[src/rtl/sipo_frame_ctrl.sv]
// rtl/sipo_frame_ctrl.sv - serial-in parallel-out framer with output holding register
// Frames start on frame_start, complete after WIDTH accepted bits, and hand off through a valid/ready word slot.
module sipo_frame_ctrl #(
   parameter int WIDTH = 8
) (
   input  logic                         clk,
   input  logic                         reset,
   input  logic                         serial_in,
   input  logic                         bit_valid,
   input  logic                         frame_start,
   output logic [WIDTH-1:0]             out_data,
   output logic                         out_valid,
   input  logic                         out_ready,
   output logic                         busy,
   output logic [$clog2(WIDTH+1)-1:0]   bit_count,
   output logic                         overflow,
   output logic                         resync_err,
   input  logic                         clear_ovf
);

   localparam int CW = $clog2(WIDTH+1);

   typedef enum logic {IDLE, SHIFT} state_t;

   state_t           state;
   state_t           state_nxt;
   logic [WIDTH-1:0] shift_reg;
   logic [WIDTH-1:0] shifted;
   logic [WIDTH-1:0] first_word;
   logic             restart;
   logic             resync;
   logic             accept;
   logic             complete;
   logic             store;
   logic             drop;

   // A frame_start bit always begins a fresh word, whether from IDLE or mid-frame.
   assign restart    = bit_valid & frame_start;
   assign resync     = restart & (state == SHIFT);
   assign accept     = bit_valid & ~frame_start & (state == SHIFT);
   assign complete   = accept & (bit_count == CW'(WIDTH-1));
   assign shifted    = {serial_in, shift_reg[WIDTH-1:1]};
   assign first_word = {serial_in, {(WIDTH-1){1'b0}}};
   assign store      = complete & (~out_valid | out_ready);
   assign drop       = complete & out_valid & ~out_ready;

   always_ff @(posedge clk or posedge reset) begin
      if (reset) begin
         state <= IDLE;
      end else begin
         state <= state_nxt;
      end
   end

   always_comb begin
      state_nxt = state;
      case (state)
         IDLE:    if (restart) state_nxt = SHIFT;
         SHIFT:   if (complete) state_nxt = IDLE;
         default: state_nxt = IDLE;
      endcase
   end

   always_comb begin
      busy = (state == SHIFT);
   end

   always_ff @(posedge clk or posedge reset) begin
      if (reset) begin
         shift_reg  <= '0;
         bit_count  <= '0;
         resync_err <= 1'b0;
      end else begin
         resync_err <= resync;
         if (restart) begin
            shift_reg <= first_word;
            bit_count <= CW'(1);
         end else if (complete) begin
            shift_reg <= shifted;
            bit_count <= '0;
         end else if (accept) begin
            shift_reg <= shifted;
            bit_count <= bit_count + CW'(1);
         end
      end
   end

   // A completion that meets a handshake refills the slot; one that meets a stalled slot is dropped.
   always_ff @(posedge clk or posedge reset) begin
      if (reset) begin
         out_data  <= '0;
         out_valid <= 1'b0;
         overflow  <= 1'b0;
      end else begin
         if (store) begin
            out_data  <= shifted;
            out_valid <= 1'b1;
         end else if (out_valid && out_ready) begin
            out_valid <= 1'b0;
         end
         if (drop) begin
            overflow <= 1'b1;
         end else if (clear_ovf) begin
            overflow <= 1'b0;
         end
      end
   end

endmodule
[config.mk]
export PLATFORM = sky130hd
export DESIGN_NAME = sipo_frame_ctrl
export DESIGN_NICKNAME = d
export VERILOG_FILES = /design/src/rtl/sipo_frame_ctrl.sv
export SDC_FILE = /design/constraint.sdc
export NUM_CORES = 1
export LEC_CHECK = 0
export BUFFER_PORTS_ARGS = -buffer_cell sky130_fd_sc_hd__buf_2
export CAP_MARGIN = 5
export CORE_MARGIN = 5
export CORE_UTILIZATION = 40
export CTS_CLUSTER_SIZE = 16
export DETAILED_ROUTE_END_ITERATION = 8
export GPL_ROUTABILITY_DRIVEN = 0
export HOLD_SLACK_MARGIN = 0.1
export SKIP_LAST_GASP = 1
export SLEW_MARGIN = 0
export SYNTH_ARGS = -nofsm -noshare
export SYNTH_HDL_FRONTEND = slang
export SYNTH_SLANG_ARGS = --single-unit
[constraint.sdc]
create_clock -name clk -period 2.25 [get_ports clk]
set_clock_uncertainty 0.05 [all_clocks]
set_input_delay 0.45 -clock clk [delete_from_list [all_inputs] [get_ports clk]]
set_output_delay 0.45 -clock clk [all_outputs]
set_load 0.1 [all_outputs]
Word-level counts from Yosys, hierarchy flattened
Index checks and enable logic that the tools add are counted.
- $add $sub $neg: 1
- equality and inequality tests: 1
- mux-type cells: 13
- bitwise operators: 13
- reductions and logical operators: 4
- operators with widths (cell ; count):
    8-bit two-way mux ; 3
    4-bit two-way mux ; 3
    1-bit AND ; 8
    1-bit two-way mux ; 6
    4-bit by 1-bit adder with 4-bit output (second input constant) ; 1
    4-bit by 3-bit == test with 1-bit output (second input constant) ; 1
    1-bit inverter ; 4
    2-bit nonzero test ; 2
    3-bit nonzero test ; 1
    1-bit case mux with 2 select lines ; 1
    1-bit logical AND ; 1
    1-bit OR ; 1
- register bits after elaboration: 24
- input port bits: 7
- output and inout port bits: 16

Longest topological paths before layout
Gate-level depths: netlist of run 1.
- depth in word-level cells: 7
- gate-level depth with buffers: 4
- gate-level depth less buffers: 4

Worst setup path before layout of run 1
No wires, ideal clock.
- path kind: register -> register
- from: register bit_count[0]
- to: register out_data[0]
- arrival time: 2207 ps
- required time: 2075 ps
- slack: -133 ps
- cell stages (with the launch flop): 5
- path through: dfrtp_1 -> ha_1 -> nand2_1 -> nor4b_4 -> mux2_2
- word-level cells in the longest chain between the ends: 3
- RTL lines (element ; line ; RTL):
    start: declaration ; 15 ; output logic [$clog2(WIDTH+1)-1:0] bit_count,
    start signal: assignment ; 83 ; bit_count <= bit_count + CW'(1);
    4-bit by 3-bit == test with 1-bit output ; 41 ; assign complete = accept & (bit_count == CW'(WIDTH-1));
    1-bit AND ; 41 ;
    1-bit AND ; 44 ; assign store = complete & (~out_valid | out_ready);
    end signal: assignment ; 96 ; out_data <= shifted;
    end: declaration ; 11 ; output logic [WIDTH-1:0] out_data,
Every way passes these cells.
A chain may end at the register's enable or synchronous reset.

Worst setup path in the final report of run 1
- from: register state, in the netlist busy
- to: output port busy
- RTL lines (element ; line ; RTL):
    start: declaration ; 25 ; state_t state;
    start signal: assignment ; 51 ; state <= state_nxt;
    end: declaration ; 14 ; output logic busy,
No word-level cell between the ends.

==> results of run 1 <==
-- metal layers --
layer / share of wire / routed length [um] / global-route usage / vias up
met2: 0.47 / 878 / 0.170 / 16
met4: 0.0064 / 12 / 0.0583 / 0
met1: 0.47 / 884 / 0.176 / 331
met5: 0 / 0 / 0 / -
met3: 0.051 / 96 / 0.0240 / 2
li1: - / - / - / 336
-- cell type report --
class                           instances  area, um^2
Clock buffer                            3        22.5
Clock inverter                          1        5.00
Fill cell                             220        1110
Inverter                                6        22.5
Multi-Input combinational cell         47         367
Sequential cell                        23         578
Tap cell                               28        35.0
Timing Repair Buffer                   25         133
-- stage by stage --
| step | util | total power, mW |
|---|---|---|
| finish | 0.511 | 1.30 |
| global route | 0.511 | 1.36 |
| CTS | 0.511 | 1.31 |
| detailed placement | 0.499 | 1.12 |
| global placement | 0.499 | 1.12 |
| floorplan | - | 1.02 |
-- power breakdown --
part | total, mW | switching [mW] | internal [mW]
clock | 0.193 | 0.127 | 0.0664
sequential | 0.535 | 0.0608 | 0.474
combinational | 0.571 | 0.468 | 0.103
-- logic make-up (layout without fill, tap and decap cells) --
kind of cell / count (synthesis) / in the layout / share of synthesized area
compound gates: 18 / 18 / 0.127
flops: 23 / 23 / 0.592
fa+ha+maj: 1 / 1 / 0.0129
simple gates: 19 / 19 / 0.133
mux: 9 / 9 / 0.104
buf+inv: 8 / 35 / 0.0309
-- synthesized netlist by cell type --
cell	count
o22ai_1	2
and4b_1	1
or3_1	1
o2bb2ai_1	2
nor4b_4	1
nand2_1	5
clkbuf_1	2
nor2_1	3
o21ai_0	3
a22oi_1	1
nand2b_1	1
a21oi_1	2
dfrtp_1	23
a31oi_1	1
nand3_1	3
o21ai_1	1
nor3_1	1
inv_1	6
nor2b_1	1
nand3b_4	1
o31ai_1	2
nand4_1	1
a22o_1	4
ha_1	1
mux2_2	9
-- how the worst max path moves through the flow --
| stage | start | endpoint | slack, ps | cells after the start |
|---|---|---|---|---|
| global placement | bit_valid | out_data[1] | 380 | 5 |
| detailed placement | bit_valid | out_data[3] | 320 | 5 |
| global route | busy | busy | 270 | 1 |
| finish | busy | busy | 320 | 1 |
| floorplan | bit_count[2] | out_data[0] | 20 | 3 |
| CTS | busy | busy | 320 | 1 |
==> summary.md, run 1 <==
| Metric | Value |
|---|---|
| Vias in the first global route | 665 |
| Worst-Skew Late Latency | roughly 310 ps |
| Max Slew Vio Count | 0 |
| Final setup TNS | 0 ps |
| Post-synthesis register bit count | 23 |
| R2R cell count | 4 |
| Non-Filler Instances | roughly 130 |
| Max_slew headroom | 0.678 |
| Drt initial violations | 15 |
| Syn_area_per_cell | 12.5 um^2 |
| Die height | roughly 59 um |
| CTS Root Cell | clkbuf_4 |
| Yosys top cell area share | 0.592 |
| Final setup violation count | 0 |
| Clk pin slew, worst setup/hold paths | between 100 and 150 ps |
| Port Buffers | 22 |
| P per Cell Area | about 1100 nW/um^2 |
| Max-cap viol count | 0 |
| Total grt overflow | 0 |
| CP arrival | about 1400 ps |
| Largest net degree at the start of global routing | 24 |
| Cell Chain, Critical Path | buf_2 |
| Hold WC Path Type | in -> async |
| H-tree Lvls | 1 |
| Commonest non-fill, non-tap cells in the layout | 22 x buf_2, 21 x dfrtp_1, 9 x mux2_2, 6 x inv_1, 5 x nand2_1 |
| Final Hold Vio Count | 0 |
| Lkg Pwr | around 0.60 nW |
| Commonest non-fill, non-tap cell in the layout | buf_2 |
| Sequential fraction of the synthesis area | 0.592 |
| RSZ-0062 raised after global routing | no |
| Post-synth top area cell | dfrtp_1 |
| Drt via density | ~5.2 |
| Fmax | between 0.5 and 0.6 GHz |
| FF-to-FF setup slack | just over 400 ps |
| Final Instance Area | 1160 um^2 |
| DPL Wire Length | around 1400 um |
| Postcts setup bufs | 0 |
| Run status | finished, final reports clean |
| Rows | 17 |
| Drt drc | 0 |
| Post-place instance area | about 1100 um^2 |
| Top delay family on crit path | flip-flops |
| FF-to-FF End | out_data[3] |
| Number of flip-flops in the largest register | 8 |
| CP peak stage delay | approximately 610 ps |
| Overall global routing resource usage | 0.121 |
| WP data required | between 1500 and 2000 ps |
| Buffers & Inverters on Critical Path | 1 |
| Die X | between 50 and 60 um |
| Initial antenna violation count | 0 |
| Setup crit start kind | register |
| Post-Syn Instances | 78 |
| Top Ports | 23 |
| Clk sinks | 23 |
| Slowest cell on crit path | dfrtp_1 |
| Hold_buf cts | 0 |
| # placed instances | 129 |
| RR Startpoint | busy |
| First-pass GRT wire length | around 3200 um |
| Setup Crit Path Kind | reg -> out |
| Unique cell type count in the Yosys netlist | 25 |
| Initial Utilization | 0.427 |
| Mapped Nets | 86 |
| Routed Antenna Nets | 0 |
| Routed wire length | ~1900 um |
| Die area | roughly 3500 um^2 |
| Post-CTS Resized | 0 |
| Area Growth Syn to Fin | 19.6% |
| TritonCTS clock tree | done |
| Share of cells above drive strength 1 | 0.400 |
| Ys Warns | 0 |
| CTS Buffer Depth | 2 |
| Core box area | between 2000 and 2500 um^2 |
| Final Hold Slack | ~100 ps |
| VDD IR max | just under 700 uV |
| Worst slack, placed | between 300 and 400 ps |
| Tcrit/Tclk final | 0.857 |
| Final net count | around 110 |
| Slew of the pin with the lowest slew margin | 487 ps |
| Vias | 685 |
| First drt pass iteration count | 4 |
| Antenna Cells | 0 |
| Synthesized area | 972 um^2 |
| Tmin final | roughly 1900 ps |
| Wire per inst | between 10 and 15 um |
| CTS buffer count | 3 |
| Top cells by area, synth | dfrtp_1 59%, mux2_2 10%, a22o_1 3.6%, nor4b_4 2.4%, inv_1 2.3% |
| Crit Path Max Fanout | 12 |
| Final WS setup | 321 ps |
| Worst setup EP type | output pin |
Note: power is estimated with default switching activity, not from simulation.
==> run 2, diff against run 1 <==
PLACE_DENSITY_LB_ADDON = 0.2   (was default)
==> summary.md, run 2 (synthesized netlist as in run 1, its figures left out) <==
| Metric | Value |
|---|---|
| Die area | 3520 um^2 (unchanged) |
| Clock share of power | 0.142 (-0.007) |
| Setup crit start kind | register |
| CTS buffer count | 3 (unchanged) |
| WP data required | 1750 ps (about the same) |
| Share of cells above drive strength 1 | 0.388 (-0.0117) |
| Routed wire length | 1760 um (-6.1%) |
| Internal cell power | 642 uW (-0.35%) |
| RSZ-0062 raised after global routing | no |
| Hold WC Path Type | in -> async |
| Final Hold Vio Count | 0 (unchanged) |
| Number of flip-flops in the largest register | 8 (unchanged) |
| Hold_buf cts | 0 (unchanged) |
| Worst setup EP type | output pin |
| Port Buffers | 22 (unchanged) |
| CP startpoint | busy |
| Run status | finished, final reports clean |
| First drt pass iteration count | 4 (unchanged) |
| Fmax | 0.529 GHz (+2.1%) |
| Routed Antenna Nets | 0 (unchanged) |
| P per Cell Area | 1120 nW/um^2 (+0.21%) |
| Final setup TNS | 0 ps (unchanged) |
| Die height | 59.3 um (unchanged) |
| CP arrival | 1390 ps (-40 ps) |
| Tcrit/Tclk final | 0.840 (-0.0172) |
| Total grt overflow | 0 (unchanged) |
| Sw Pwr | 644 uW (-1.8%) |
| Vias | 687 (+0.29%) |
| Sequential power share | 0.416 (+0.004) |
| Clk pin slew, worst setup/hold paths | 120 ps (about the same) |
| Postcts setup bufs | 0 (unchanged) |
| TritonCTS clock tree | done |
| CP peak stage delay | 580 ps (-30 ps) |
| Crit Path Max Fanout | 12 (unchanged) |
| CTS Root Cell | clkbuf_4 |
| Largest net degree at the start of global routing | 15 (-38%) |
| Drt via density | 5.24 (+1.8%) |
| First-pass GRT wire length | 3130 um (-2.6%) |
| # placed instances | 127 (-1.6%) |
| Final net count | 112 (-1.8%) |
| Post-place instance area | 1120 um^2 (-1.3%) |
| Drt drc | 0 (unchanged) |
| Final Instance Area | 1150 um^2 (-1.3%) |
| Top delay family on crit path | flip-flops |
| Vias in the first global route | 675 (+1.5%) |
| Core box area | 2280 um^2 (unchanged) |
| Filler instances | 216 (-1.8%) |
| Cell Chain, Critical Path | buf_2 |
| H-tree Lvls | 1 (unchanged) |
| Rows | 17 (unchanged) |
| Initial Utilization | 0.427 (unchanged) |
| Setup Crit Path Kind | reg -> out |
| Antenna Cells | 0 (unchanged) |
| Tmin final | 1890 ps (-38.8 ps) |
| Non-Filler Instances | 131 (-1.5%) |
| Max Slew Vio Count | 0 (unchanged) |
| Max-cap viol count | 0 (unchanged) |
| Wire per inst | 13.4 um (-4.7%) |
| Commonest non-fill, non-tap cell in the layout | buf_2 |
| Final setup violation count | 0 (unchanged) |
| Buffers & Inverters on Critical Path | 1 (unchanged) |
| VDD IR max | 692 uV (+0.47%) |
| Initial antenna violation count | 0 (unchanged) |
| Overall global routing resource usage | 0.118 (-0.00256) |
| Drt initial violations | 19 (+4) |
| Combinational share of power | 0.443 (+0.003) |
| Top Ports | 23 (unchanged) |
| Footprint of the multi-input gates | 367 um^2 (unchanged) |
| Commonest non-fill, non-tap cells in the layout | 22 x buf_2, 21 x dfrtp_1, 9 x mux2_2, 6 x inv_1, 5 x nand2_1 |
| DPL Wire Length | 1330 um (-4.7%) |
| Slew of the pin with the lowest slew margin | 582 ps (+95.1 ps) |
| Sequential cell area | 578 um^2 (unchanged) |
| CTS Buffer Depth | 2 (unchanged) |
| Die X | 59.3 um (unchanged) |
| Switching part of the total power | 0.501 (-0.00369) |
| RR Startpoint | busy |
| Slowest cell on crit path | dfrtp_1 |
| Clk sinks | 23 (unchanged) |
| Lkg Pwr | 0.589 nW (-1.7%) |
| Area Growth Syn to Fin | 18.0% |
| Worst-Skew Late Latency | 310 ps (about the same) |
| Post-CTS Resized | 0 (unchanged) |
| Max_slew headroom | 0.610 (-0.0673) |
-- run 2: area by class of cell --
type | count | share of cell area
sequential | 23 | 0.504
multi-input combinational | 47 | 0.320
timing repair buffer | 23 | 0.103
tap | 28 | 0.0305
clock buffer | 3 | 0.0196
inverter | 6 | 0.0196
clock inverter | 1 | 0.00436
-- run 2: path summary, 6_finish.rpt --
kind                                end  slack (ps)  cells past startpoint
max                                busy         360                      1
min in group clk               overflow         250                      2
min reg2reg                 out_data[4]         460                      1
min                         out_data[2]         100                      2
max reg2reg                 out_data[6]         400                      3
max in group asynchronous  shift_reg[6]        1500                      3
-- run 2: routing by layer --
layer,track usage,share of wire
met1,0.164,0.46
met2,0.164,0.44
met3,0.0523,0.086
met4,0.0388,0.013
met5,0,0
-- run 2: power groups by stage --
stage	Combinational (mW)	Clock (mW)	Sequential, mW
after detailed placement	0.572	0	0.544
after floorplan	0.110	0	0.910
after global placement	0.568	0	0.541
final	0.569	0.182	0.535
after CTS	0.572	0.199	0.536
after global routing	0.595	0.218	0.549
-- run 2: metrics by stage --
step                hold WS (ps)  worst slack, ps  utilization  total power, mW
CTS                          106              327        0.504             1.31
global placement             431              315        0.492             1.11
global route                 127              263        0.504             1.36
detailed placement           443              272        0.492             1.12
floorplan                    402             19.2            -             1.02
finish                      99.4              360        0.504             1.29
==> run 3, diff against run 2 <==
clock period = 1.6 ns   (was 2.25 ns; I/O delays follow)
==> summary.md, run 3 (synthesized netlist as in run 1, its figures left out) <==
| Metric | Value |
|---|---|
| VDD IR max | 938 uV (+35%) |
| Final Instance Area | 1310 um^2 (+14%) |
| Final net count | 121 (+8.0%) |
| Share of cells above drive strength 1 | 0.491 (+0.103) |
| Combinational share of power | 0.473 (+0.030) |
| Drt drc | 0 (unchanged) |
| Antenna Cells | 0 (unchanged) |
| Final WS setup | 32.7 ps (-327 ps) |
| Worst setup EP type | output pin |
| Drt initial violations | 10 (-9) |
| Crit Path Max Fanout | 6 (-6) |
| CP arrival | 1200 ps (-190 ps) |
| Sequential power share | 0.395 (-0.021) |
| Max_slew headroom | 0.676 (+0.0661) |
| Clk sinks | 23 (unchanged) |
| Routed wire length | 1820 um (+3.7%) |
| Slew of the pin with the lowest slew margin | 489 ps (-93.4 ps) |
| Number of flip-flops in the largest register | 8 (unchanged) |
| Area Growth Syn to Fin | 34.6% |
| Fmax | around 0.64 GHz |
| CP peak stage delay | 450 ps (-130 ps) |
| WP data required | 1230 ps (-520 ps) |
| Slowest cell on crit path | dfrtp_2 |
| Max Slew Vio Count | 0 (unchanged) |
| Non-Filler Instances | 140 (+6.9%) |
| Worst slack, placed | -5.55 ps (-278 ps) |
| Setup crit start kind | register |
| First drt pass iteration count | 2 (-2) |
| Postcts setup bufs | 0 (unchanged) |
| CTS Buffer Depth | 2 (unchanged) |
| Switching part of the total power | 0.482 (-0.0190) |
| Run status | finished, final reports clean |
| Final Hold Vio Count | 0 (unchanged) |
| Top Ports | 23 (unchanged) |
| Die height | 59.3 um (unchanged) |
| Final setup violation count | 0 (unchanged) |
| Clock share of power | 0.132 (-0.010) |
| Filler instances | 195 (-9.7%) |
| Overall global routing resource usage | 0.118 (-0.000215) |
| Fin util | 0.575 (+0.0709) |
| Top delay family on crit path | flip-flops |
| Vias | 719 (+4.7%) |
| Largest net degree at the start of global routing | 24 (+9) |
| RSZ-0062 raised after global routing | yes |
| Commonest non-fill, non-tap cells in the layout | 18 x buf_2, 17 x dfrtp_1, 9 x buf_4, 7 x mux2_2, 6 x inv_1 |
| Commonest non-fill, non-tap cell in the layout | buf_2 |
| Die area | 3520 um^2 (unchanged) |
| Core box area | 2280 um^2 (unchanged) |
| Buffers & Inverters on Critical Path | 1 (unchanged) |
| Clk pin slew, worst setup/hold paths | 120 ps (about the same) |
| Initial antenna violation count | 0 (unchanged) |
| Total grt overflow | 0 (unchanged) |
| Worst-Skew Late Latency | 300 ps (about the same) |
| Drt via density | 5.14 (-2.1%) |
| TritonCTS clock tree | done |
| DPL Wire Length | 1430 um (+8.2%) |
| # placed instances | 135 (+6.3%) |
| CTS Root Cell | clkbuf_4 |
| Setup Crit Path Kind | reg -> out |
| Initial Utilization | 0.427 (unchanged) |
| Port Buffers | 22 (unchanged) |
| Max-cap viol count | 0 (unchanged) |
| P per Cell Area | 1480 nW/um^2 (+32%) |
| CTS buffer count | 3 (unchanged) |
| Cell Chain, Critical Path | buf_2 |
| Rows | 17 (unchanged) |
| First-pass GRT wire length | 3240 um (+3.6%) |
| Sw Pwr | 931 uW (+44%) |
| Hold WC Path Type | in -> reg |
| Post-place instance area | 1260 um^2 (+13%) |
| Tmin final | approximately 1600 ps |
| Lkg Pwr | 0.661 nW (+12%) |
| Vias in the first global route | 727 (+7.7%) |
| Tcrit/Tclk final | 0.980 |
| H-tree Lvls | 1 (unchanged) |
| Die X | 59.3 um (unchanged) |
| Internal cell power | 1.00 mW (+56%) |
| Wire per inst | 13.0 um (-3.0%) |
| Routed Antenna Nets | 0 (unchanged) |
==> run 3: metrics by stage <==
stage,hold slack (ps),total power [mW],TNS (ps)
2_1_floorplan,272,1.47,-2460
3_3_place_gp,319,1.68,0
3_5_place_dp,324,1.69,-5.55
4_1_cts,131,1.95,0
5_1_grt,117,2.04,-106
6_report,142,1.93,0
==> run 3: area by class of cell <==
class | instances | area [um^2] | share of cell area
multi-input cells | 47 | 398 | 0.304
well taps | 28 | 35.0 | 0.0268
clock inverters | 1 | 5.00 | 0.00382
repair buffers | 32 | 235 | 0.180
clock buffers | 3 | 22.5 | 0.0172
inverters | 6 | 22.5 | 0.0172
flip-flops and latches | 23 | 591 | 0.451
==> run 3: worst paths after layout <==
kind | from | endpoint | cells past startpoint | slack (ps)
setup / recovery | bit_count[2] | bit_count[2] | 1 | 30
hold / removal | clear_ovf | overflow | 2 | 140
setup reg to reg | bit_count[1] | out_data[6] | 5 | 40
hold reg to reg | out_data[0] | out_data[0] | 1 | 470
max in group asynchronous | reset | bit_count[0] | 4 | 720
min in group asynchronous | reset | busy | 4 | 530
==> run 3: what timing repair did <==
| action | 4_1_cts | 5_1_grt |
|---|---|---|
| gates resized for setup | 0 | 2 |
| setup endpoints to repair | 4 | 7 |
| hold buffers | 1 | 0 |
| pin swaps | 1 | 0 |
| endpoints found under the hold margin | 23 | 0 |
==> run 3: power by group through the flow <==
stage / logic [mW] / clock network (mW) / registers (mW)
detailed placement: 0.911 / 0 / 0.778
CTS: 0.915 / 0.271 / 0.765
global route: 0.959 / 0.298 / 0.782
global placement: 0.906 / 0 / 0.772
floorplan: 0.166 / 0 / 1.30
finish: 0.913 / 0.254 / 0.764
==> run 3: routing by layer <==
layer  GRT usage  routed length [um]  vias up  part of all wire
li1            -                   -      354                 -
met1       0.170                 847      348              0.47
met2       0.178                 853       15              0.47
met3      0.0218                 108        2             0.059
met4      0.0388                  12        0            0.0066
met5           0                   0        -                 0
